===== src/rtl/traffic_phase_scheduler_if.sv =====
// Signal bundle between the intersection phase scheduler and its environment.
// The master drives timing, sensor and button inputs; the slave (the scheduler)
// drives the lamp codes and status flags.
interface traffic_phase_scheduler_if;
   logic       tick;
   logic       ped_btn;
   logic       side_req;
   logic [1:0] light_a;
   logic [1:0] light_b;
   logic       walk;
   logic       ped_pending;
   logic [2:0] phase;

   modport master (
      output tick,
      output ped_btn,
      output side_req,
      input  light_a,
      input  light_b,
      input  walk,
      input  ped_pending,
      input  phase
   );

   modport slave (
      input  tick,
      input  ped_btn,
      input  side_req,
      output light_a,
      output light_b,
      output walk,
      output ped_pending,
      output phase
   );
endinterface


===== src/rtl/traffic_phase_scheduler.sv =====
// Two-approach intersection phase scheduler (main road A, side road B, and a
// pedestrian crossing running alongside B). Moore FSM that advances only on
// the 1 Hz tick enable. All lamp outputs decode from registered state, so a
// phase change is visible one clock after the qualifying tick.
module traffic_phase_scheduler #(
   parameter int GREEN_A_MIN = 10,
   parameter int GREEN_B     = 8,
   parameter int YELLOW      = 3,
   parameter int ALL_RED     = 1,
   parameter int WALK        = 5,
   parameter int CNT_W       = 5
) (
   input  logic                     clk,
   input  logic                     reset_n,
   traffic_phase_scheduler_if.slave bus
);

   typedef enum logic [2:0] {
      A_GREEN   = 3'd0,
      A_YELLOW  = 3'd1,
      ALL_RED_1 = 3'd2,
      B_GREEN   = 3'd3,
      B_YELLOW  = 3'd4,
      ALL_RED_2 = 3'd5
   } state_t;

   localparam logic [1:0] LAMP_RED    = 2'b01;
   localparam logic [1:0] LAMP_GREEN  = 2'b10;
   localparam logic [1:0] LAMP_YELLOW = 2'b11;

   // Last counter value of each timed phase; the phase exits on the tick
   // that finds the counter at this value.
   localparam logic [CNT_W-1:0] A_MIN_LAST   = CNT_W'(GREEN_A_MIN - 1);
   localparam logic [CNT_W-1:0] B_GREEN_LAST = CNT_W'(GREEN_B - 1);
   localparam logic [CNT_W-1:0] YELLOW_LAST  = CNT_W'(YELLOW - 1);
   localparam logic [CNT_W-1:0] ALL_RED_LAST = CNT_W'(ALL_RED - 1);
   localparam logic [CNT_W-1:0] WALK_LIMIT   = CNT_W'(WALK);

   state_t           state_q, state_d;
   logic [CNT_W-1:0] cnt_q, cnt_d;
   logic             ped_sync1_q, ped_sync1_d;
   logic             ped_sync2_q, ped_sync2_d;
   logic             ped_prev_q, ped_prev_d;
   logic             ped_pending_q, ped_pending_d;
   logic             serve_ped_q, serve_ped_d;
   logic             ped_rise;
   logic             enter_b;

   // Button conditioning: two-stage synchroniser plus a previous-value flop,
   // giving a single-clock rise pulse on the third clock after the raw edge.
   always_comb begin
      ped_sync1_d = bus.ped_btn;
      ped_sync2_d = ped_sync1_q;
      ped_prev_d  = ped_sync2_q;
      ped_rise    = ped_sync2_q & ~ped_prev_q;
   end

   // Phase sequencing and phase tick counter; unknown encodings fall back to
   // the all-red clearance that precedes A green.
   always_comb begin
      state_d = state_q;
      cnt_d   = cnt_q;
      case (state_q)
         A_GREEN: begin
            if (bus.tick) begin
               if (cnt_q == A_MIN_LAST) begin
                  if (bus.side_req | ped_pending_q) begin
                     state_d = A_YELLOW;
                     cnt_d   = '0;
                  end
               end else begin
                  cnt_d = cnt_q + 1'b1;
               end
            end
         end
         A_YELLOW: begin
            if (bus.tick) begin
               if (cnt_q == YELLOW_LAST) begin
                  state_d = ALL_RED_1;
                  cnt_d   = '0;
               end else begin
                  cnt_d = cnt_q + 1'b1;
               end
            end
         end
         ALL_RED_1: begin
            if (bus.tick) begin
               if (cnt_q == ALL_RED_LAST) begin
                  state_d = B_GREEN;
                  cnt_d   = '0;
               end else begin
                  cnt_d = cnt_q + 1'b1;
               end
            end
         end
         B_GREEN: begin
            if (bus.tick) begin
               if (cnt_q == B_GREEN_LAST) begin
                  state_d = B_YELLOW;
                  cnt_d   = '0;
               end else begin
                  cnt_d = cnt_q + 1'b1;
               end
            end
         end
         B_YELLOW: begin
            if (bus.tick) begin
               if (cnt_q == YELLOW_LAST) begin
                  state_d = ALL_RED_2;
                  cnt_d   = '0;
               end else begin
                  cnt_d = cnt_q + 1'b1;
               end
            end
         end
         ALL_RED_2: begin
            if (bus.tick) begin
               if (cnt_q == ALL_RED_LAST) begin
                  state_d = A_GREEN;
                  cnt_d   = '0;
               end else begin
                  cnt_d = cnt_q + 1'b1;
               end
            end
         end
         default: begin
            state_d = ALL_RED_2;
            cnt_d   = '0;
         end
      endcase
   end

   // Pedestrian request bookkeeping: a new press always wins over the clear
   // at B-green entry, so a press landing on that clock is kept for next cycle.
   always_comb begin
      enter_b       = (state_q == ALL_RED_1) && (state_d == B_GREEN);
      ped_pending_d = ped_pending_q;
      serve_ped_d   = serve_ped_q;
      if (enter_b) begin
         serve_ped_d   = ped_pending_q;
         ped_pending_d = 1'b0;
      end
      if (ped_rise) begin
         ped_pending_d = 1'b1;
      end
   end

   // State, counter and request registers.
   always_ff @(posedge clk or negedge reset_n) begin
      if (!reset_n) begin
         state_q       <= ALL_RED_2;
         cnt_q         <= '0;
         ped_sync1_q   <= 1'b0;
         ped_sync2_q   <= 1'b0;
         ped_prev_q    <= 1'b0;
         ped_pending_q <= 1'b0;
         serve_ped_q   <= 1'b0;
      end else begin
         state_q       <= state_d;
         cnt_q         <= cnt_d;
         ped_sync1_q   <= ped_sync1_d;
         ped_sync2_q   <= ped_sync2_d;
         ped_prev_q    <= ped_prev_d;
         ped_pending_q <= ped_pending_d;
         serve_ped_q   <= serve_ped_d;
      end
   end

   // Lamp decode from registered state only; anything not listed is all red,
   // so the two approaches can never show a non-red aspect together.
   always_comb begin
      bus.light_a = LAMP_RED;
      bus.light_b = LAMP_RED;
      bus.walk    = 1'b0;
      case (state_q)
         A_GREEN:  bus.light_a = LAMP_GREEN;
         A_YELLOW: bus.light_a = LAMP_YELLOW;
         B_GREEN: begin
            bus.light_b = LAMP_GREEN;
            bus.walk    = serve_ped_q && (cnt_q < WALK_LIMIT);
         end
         B_YELLOW: bus.light_b = LAMP_YELLOW;
         default: begin
            bus.light_a = LAMP_RED;
            bus.light_b = LAMP_RED;
         end
      endcase
      bus.ped_pending = ped_pending_q;
      bus.phase       = state_q;
   end

endmodule


===== src/flat_wrapper.sv =====
// flat-port wrapper written by rule: the top's interface ports become plain ports
module traffic_phase_scheduler_flat 
#(
   parameter int GREEN_A_MIN = 10,
   parameter int GREEN_B     = 8,
   parameter int YELLOW      = 3,
   parameter int ALL_RED     = 1,
   parameter int WALK        = 5,
   parameter int CNT_W       = 5
)
  (clk, reset_n, bus_tick, bus_ped_btn, bus_side_req, bus_light_a, bus_light_b, bus_walk, bus_ped_pending, bus_phase);
  traffic_phase_scheduler_if bus_i ();
  input  logic clk;
  input  logic reset_n;
  input wire logic [$bits(bus_i.tick)-1:0] bus_tick;
  input wire logic [$bits(bus_i.ped_btn)-1:0] bus_ped_btn;
  input wire logic [$bits(bus_i.side_req)-1:0] bus_side_req;
  output wire logic [$bits(bus_i.light_a)-1:0] bus_light_a;
  output wire logic [$bits(bus_i.light_b)-1:0] bus_light_b;
  output wire logic [$bits(bus_i.walk)-1:0] bus_walk;
  output wire logic [$bits(bus_i.ped_pending)-1:0] bus_ped_pending;
  output wire logic [$bits(bus_i.phase)-1:0] bus_phase;
  assign bus_i.tick = bus_tick;
  assign bus_i.ped_btn = bus_ped_btn;
  assign bus_i.side_req = bus_side_req;
  assign bus_light_a = bus_i.light_a;
  assign bus_light_b = bus_i.light_b;
  assign bus_walk = bus_i.walk;
  assign bus_ped_pending = bus_i.ped_pending;
  assign bus_phase = bus_i.phase;
  traffic_phase_scheduler #(.GREEN_A_MIN(GREEN_A_MIN), .GREEN_B(GREEN_B), .YELLOW(YELLOW), .ALL_RED(ALL_RED), .WALK(WALK), .CNT_W(CNT_W)) u_core (.clk(clk), .reset_n(reset_n), .bus(bus_i));
endmodule

===== config.mk =====
export PLATFORM = sky130hd
export DESIGN_NAME = traffic_phase_scheduler_flat
export DESIGN_NICKNAME = d
export VERILOG_FILES = /design/src/rtl/traffic_phase_scheduler_if.sv /design/src/rtl/traffic_phase_scheduler.sv /design/src/flat_wrapper.sv
export SDC_FILE = /design/constraint.sdc
export NUM_CORES = 1
export LEC_CHECK = 0
export CORE_MARGIN = 2
export CORE_UTILIZATION = 27
export DETAILED_ROUTE_END_ITERATION = 12
export GPL_ROUTABILITY_DRIVEN = 0
export SYNTH_ARGS = -nofsm -noshare
export SYNTH_HDL_FRONTEND = slang
export SYNTH_SLANG_ARGS = --single-unit

===== constraint.sdc =====
create_clock -name clk -period 1.8 [get_ports clk]
set_input_delay 0.36 -clock clk [delete_from_list [all_inputs] [get_ports clk]]
set_output_delay 0.36 -clock clk [all_outputs]
set_load 0.01 [all_outputs]

Word level (Yosys, flattened, before mapping)

Index checks and enable logic that the tools add are counted.

Word-level logic and storage cells: 63
Bits of input ports: 5
Flip-flop bits (word level): 13
Output and inout bits: 9

Equal/unequal tests: 14
$add $sub $neg: 1
$lt $le $gt $ge: 1
Reductions and logical operators: 8
Muxes and demuxes: 29
Bitwise operators: 3

Operators by type and width:

| kind                                                | count |
|---|---|
| 2-to-1 mux 5 bit                                    | 9 |
| 2-to-1 mux 3 bit                                    | 13 |
| case mux 5 bit (4 select lines)                     | 1 |
| case mux 3 bit (6 select lines)                     | 1 |
| equality test 3 x 2 -> 1 bit, second input constant | 3 |
| case mux 2 bit (2 select lines)                     | 2 |
| equality test 3 bit, second input constant          | 2 |
| adder 5 x 1 -> 5 bit, second input constant         | 1 |
| equality test 5 x 2 -> 1 bit, second input constant | 1 |
| equality test 5 x 3 -> 1 bit, second input constant | 1 |
| equality test 5 x 4 -> 1 bit, second input constant | 1 |
| logical NOT 5 bit                                   | 1 |
| < comparator 5 x 3 -> 1 bit, second input constant  | 1 |
| AND reduction 5 bit                                 | 1 |
| != test 2 x 1 -> 1 bit, second input constant       | 2 |
| != test 2 bit, second input constant                | 2 |
| OR reduction 2 bit                                  | 2 |
| equality test 3 x 1 -> 1 bit, second input constant | 1 |
| logical NOT 3 bit                                   | 1 |
| 2-to-1 mux 1 bit                                    | 3 |
| != test 3 bit, second input constant                | 1 |
| logical AND 1 bit                                   | 2 |
| nonzero test 2 bit                                  | 1 |
| AND 1 bit                                           | 1 |
| other kinds (2)                                     | 2 |

Depth between registers and ports, before layout

Gate-level depths: netlist of the first run.

Depth after elaboration: 9
Gate-level depth with buffers: 7
Depth with buffers taken out: 7

Worst setup path before layout of the first run

No wires, ideal clock.

Path kind: flip-flop to flip-flop
Start: reg u_core.cnt_q[0]
End: reg u_core.cnt_q[1]
Data required time: 1.663 ns
Cell stages (with the launch flop): 8
Path slack: -0.148 ns
Data arrival time: 1.811 ns
Path buffers: 0
Library setup time: 0.137 ns
Cells stage by stage: dfrtp_1 inv_1 ha_1 or4b_1 a22oi_2 a21oi_2 a311oi_2 o31ai_1

Word-level cells in the longest chain between the ends: 4
Elaborated cells between the ends (all ways): 16
Those cells by class: add/sub: 1; eq/ne: 4; mux: 9; reduce/logical: 2

Ends and longest elaborated chain:

| what                                             | line                           | RTL |
|---|---|---|
| start: declaration                               | traffic_phase_scheduler.sv:40  | `logic [CNT_W-1:0] cnt_q, cnt_d;` |
| start signal: assignment                         | traffic_phase_scheduler.sv:160 | `cnt_q <= cnt_d;` |
| adder 5 x 1 -> 5 bit (tied with other cells)     | n/a                            |  |
| 2-to-1 mux 5 bit (on tied branches) (2 in a row) | n/a                            |  |
| case mux 5 bit (4 select lines)                  | traffic_phase_scheduler.sv:63  | `case (state_q)` |

Several ways; a longest one is shown, not always the timed one. The select of a mux whose other input is x is not followed.
A chain may end at the register's enable or synchronous reset.

Final worst setup path of the first run

Start: reg u_core.cnt_q[0]
End: reg u_core.cnt_q[4]

Same word-level chain as after synthesis.

==> results of run 1 <==
final timing paths:
path,depth (start not counted),endpoint,slack (ps)
hold reg to reg,0,u_core.ped_prev_d,360
min in group asynchronous,1,u_core.ped_prev_q,430
max in group asynchronous,1,u_core.cnt_q[4],970
setup reg to reg,7,u_core.cnt_q[4],-130
setup / recovery,7,u_core.cnt_q[4],-130
hold / removal,0,u_core.ped_prev_d,360
state kept, by name (all words and copies together) (netlist names):
signal,cells
u_core.ped_sync1_q,1
u_core.serve_ped_q,1
u_core.ped_prev_q,1
u_core.bus.phase,3
u_core.cnt_q,5
u_core.bus.ped_pending,1
u_core.ped_prev_d,1
cells in the mapped netlist, drive strengths merged, types with 2 or more instances:
cell	n
a21boi	2
a21oi	7
a32oi	2
and4bb	2
buf	6
clkbuf	3
dfrtp	11
dfstp	2
ha	4
inv	6
nand2	9
nand2b	2
nand3	11
nand3b	2
nand4b	2
nor2	9
nor3	3
nor4b	3
o21ai	8
or4b	2
report_power, final:
part / switching, mW / internal (mW)
sequential: 0.0883 / 0.359
clock: 0.0969 / 0.0826
combinational: 0.319 / 0.382
routing by layer:
| metal | part of all wire [%] | wire [microns] | global-route usage (%) |
|---|---|---|---|
| met5 | 0 | 0 | 0 |
| met4 | 0.86 | 21 | 2.778 |
| met3 | 5.1 | 125 | 3.964 |
| met2 | 49 | 1192 | 23.01 |
| met1 | 45 | 1089 | 14.72 |
per-stage QoR:
step                cell area [sq um]  setup WS, ps  cells  setup TNS (ps)  power [mW]
floorplan                       955.9        -40.22    109          -85.31      0.7979
global placement                 1254        -169.4    181          -539.1       1.042
detailed placement               1254        -209.2    181          -752.0       1.064
CTS                              1348        -172.8    191          -762.2       1.306
global route                     1395        -218.5    193           -1120       1.429
finish                           1395        -131.1    193          -573.9       1.327
worst max-delay path, cell delays in order (launching register included):
cell and delay, ps:
dfrtp_1 410, buf_4 150, ha_4 150, and4bb_2 250
a32oi_1 170, nand4b_1 180, or4_1 490, nand3_1 70
kinds of logic (layout without fill, tap and decap cells):
kind of cell / after synthesis / count (layout)
buffers and inverters: 15 / 53
flip-flops: 13 / 13
adder cells (fa/ha/maj): 4 / 4
AO/OA/AOI/OAI: 27 / 27
AND/OR/NAND/NOR: 49 / 49
multiplexers: 1 / 1
layout make-up:
cell class	count	share of cell area (%)
clock buffers	3	1.614
clock inverters	1	0.3587
inverters	6	1.614
multi-input cells	81	43.41
flip-flops and latches	13	23.68
well taps	46	4.126
repair buffers	43	25.20
timing repair:
item / 4_1_cts / 5_1_grt
setup buffers: 6 / 2
pin swaps: 6 / 6
endpoints found under the setup margin: 11 / 14
resized for setup: 15 / 15
==> run metrics, run 1 <==
H-tree depth=1; FILL cells=331; GRT overflow=0; Post-Synth Adder-Cell Area=5.326%; max_slew headroom=62.81%; Antenna Cells=0; Clock Pin Slew Worst Setup and Hold Paths=80 ps; # nets final=157; DRC Markers=0; Die W=63.00 microns; CP Launch Type=register; clock root buffer=clkbuf_4; final setup fails=5; Yosys cell types=40; f_max=0.5178 GHz; Crit. End Element=register; period utilization=107.3%; mean area per synthesized cell=8.621 sq um; reg2reg start=u_core.cnt_q[0]; TritonCTS clock tree=built; WS Path Type=reg2reg; Site Rows=21; violated checks=setup timing; Final Util=41.81%; run status=complete, but fails checks; dpl hpwl=1896 microns; DRT antenna net count=0; Arr. time, crit path=2150 ps; final slew viol count=0; Syn Nets=118; area of the multi-input gates=605.6 sq um; simple-gate share of the synthesized area=30.49%; DRT Pass-1 Iters=4; Detailed Route WL=2429 microns; number of synthesized flops with an enable pin=0; Top-Level Pins=14; first-pass GRT wire length=4036 microns; Synth Area in Compound Gates=19.84%; initial antenna violation count=0; Hold Path Origin=u_core.ped_sync1_q; most used flip-flop cell after synthesis=dfrtp_1; 1st-iter DRT viols=41; core area=0.003337 sq mm; Cell Pwr Density=951.4 mW/mm^2; ranking of synthesized cells by area=dfrtp_1 29%, nand3_1 5.9%, dfstp_2 5.6%; Gate Count Post-Synth=109; vias in the first global route=925; VDD IR-drop max=0.4589 mV; largest net degree at the start of global routing=14; RSZ-0062 raised after global routing=true; largest area contributor in the netlist=dfrtp_1; post-synth top area share=29.29%; worst slew pin tran=556.1 ps; flops & latches, synth=13; storage element area=330.3 sq um; final clock skew=4.632 ps; multiplexer area fraction after synthesis=1.198%; Final min period=1931 ps; hold slack=360.9 ps; share of post-route cells with drive strength above 1=42.18%; worst setup path start=u_core.cnt_q[0]; Hold Path Class=reg2reg; Starting Density=28.16%; clock sinks=13; ys async rst share=100.0%; commonest non-fill, non-tap cell in the layout=buf_4; vias per inst=4.896; max_cap viols=0; Final Hold Vio Count=0; final setup margin=-131.1 ps; Routed wire per std cell=12.59 microns; detailed-route via count=945; sequential fraction of the synthesis area=34.89%; largest family of logic cells by synthesized area=simple AND/OR/NAND/NOR gates; IO buf count=13; YS warnings=0; Crit path required time=2020 ps; crit-path max FO=3; Synth Area in XOR/XNOR=0%; DIE AREA=0.003968 sq mm; commonest non-fill, non-tap cells in the layout=28 x buf_4, 10 x nand3_1, 9 x nand2_1, 9 x dfrtp_1, 8 x nor2_1; leakage power=0.5987 nW; DIE HEIGHT=63.00 microns; Cell Area, Synth=939.7 sq um; gr usage total=12.78%; Hold-fix buffers, CTS=0; Clock Latency Late Sink=280 ps; Num CTS Buffers=3; Max clock buf depth=2; Area Growth Syn to Fin=48.47%
(Power assumes the default switching activity.)
==> inputs of run 2 (changes only) <==
Settings changed: CTS_CLUSTER_DIAMETER from default to 120.
==> results of run 2 <==
No change in the layout: final DEF, timing and power equal those of run 1.
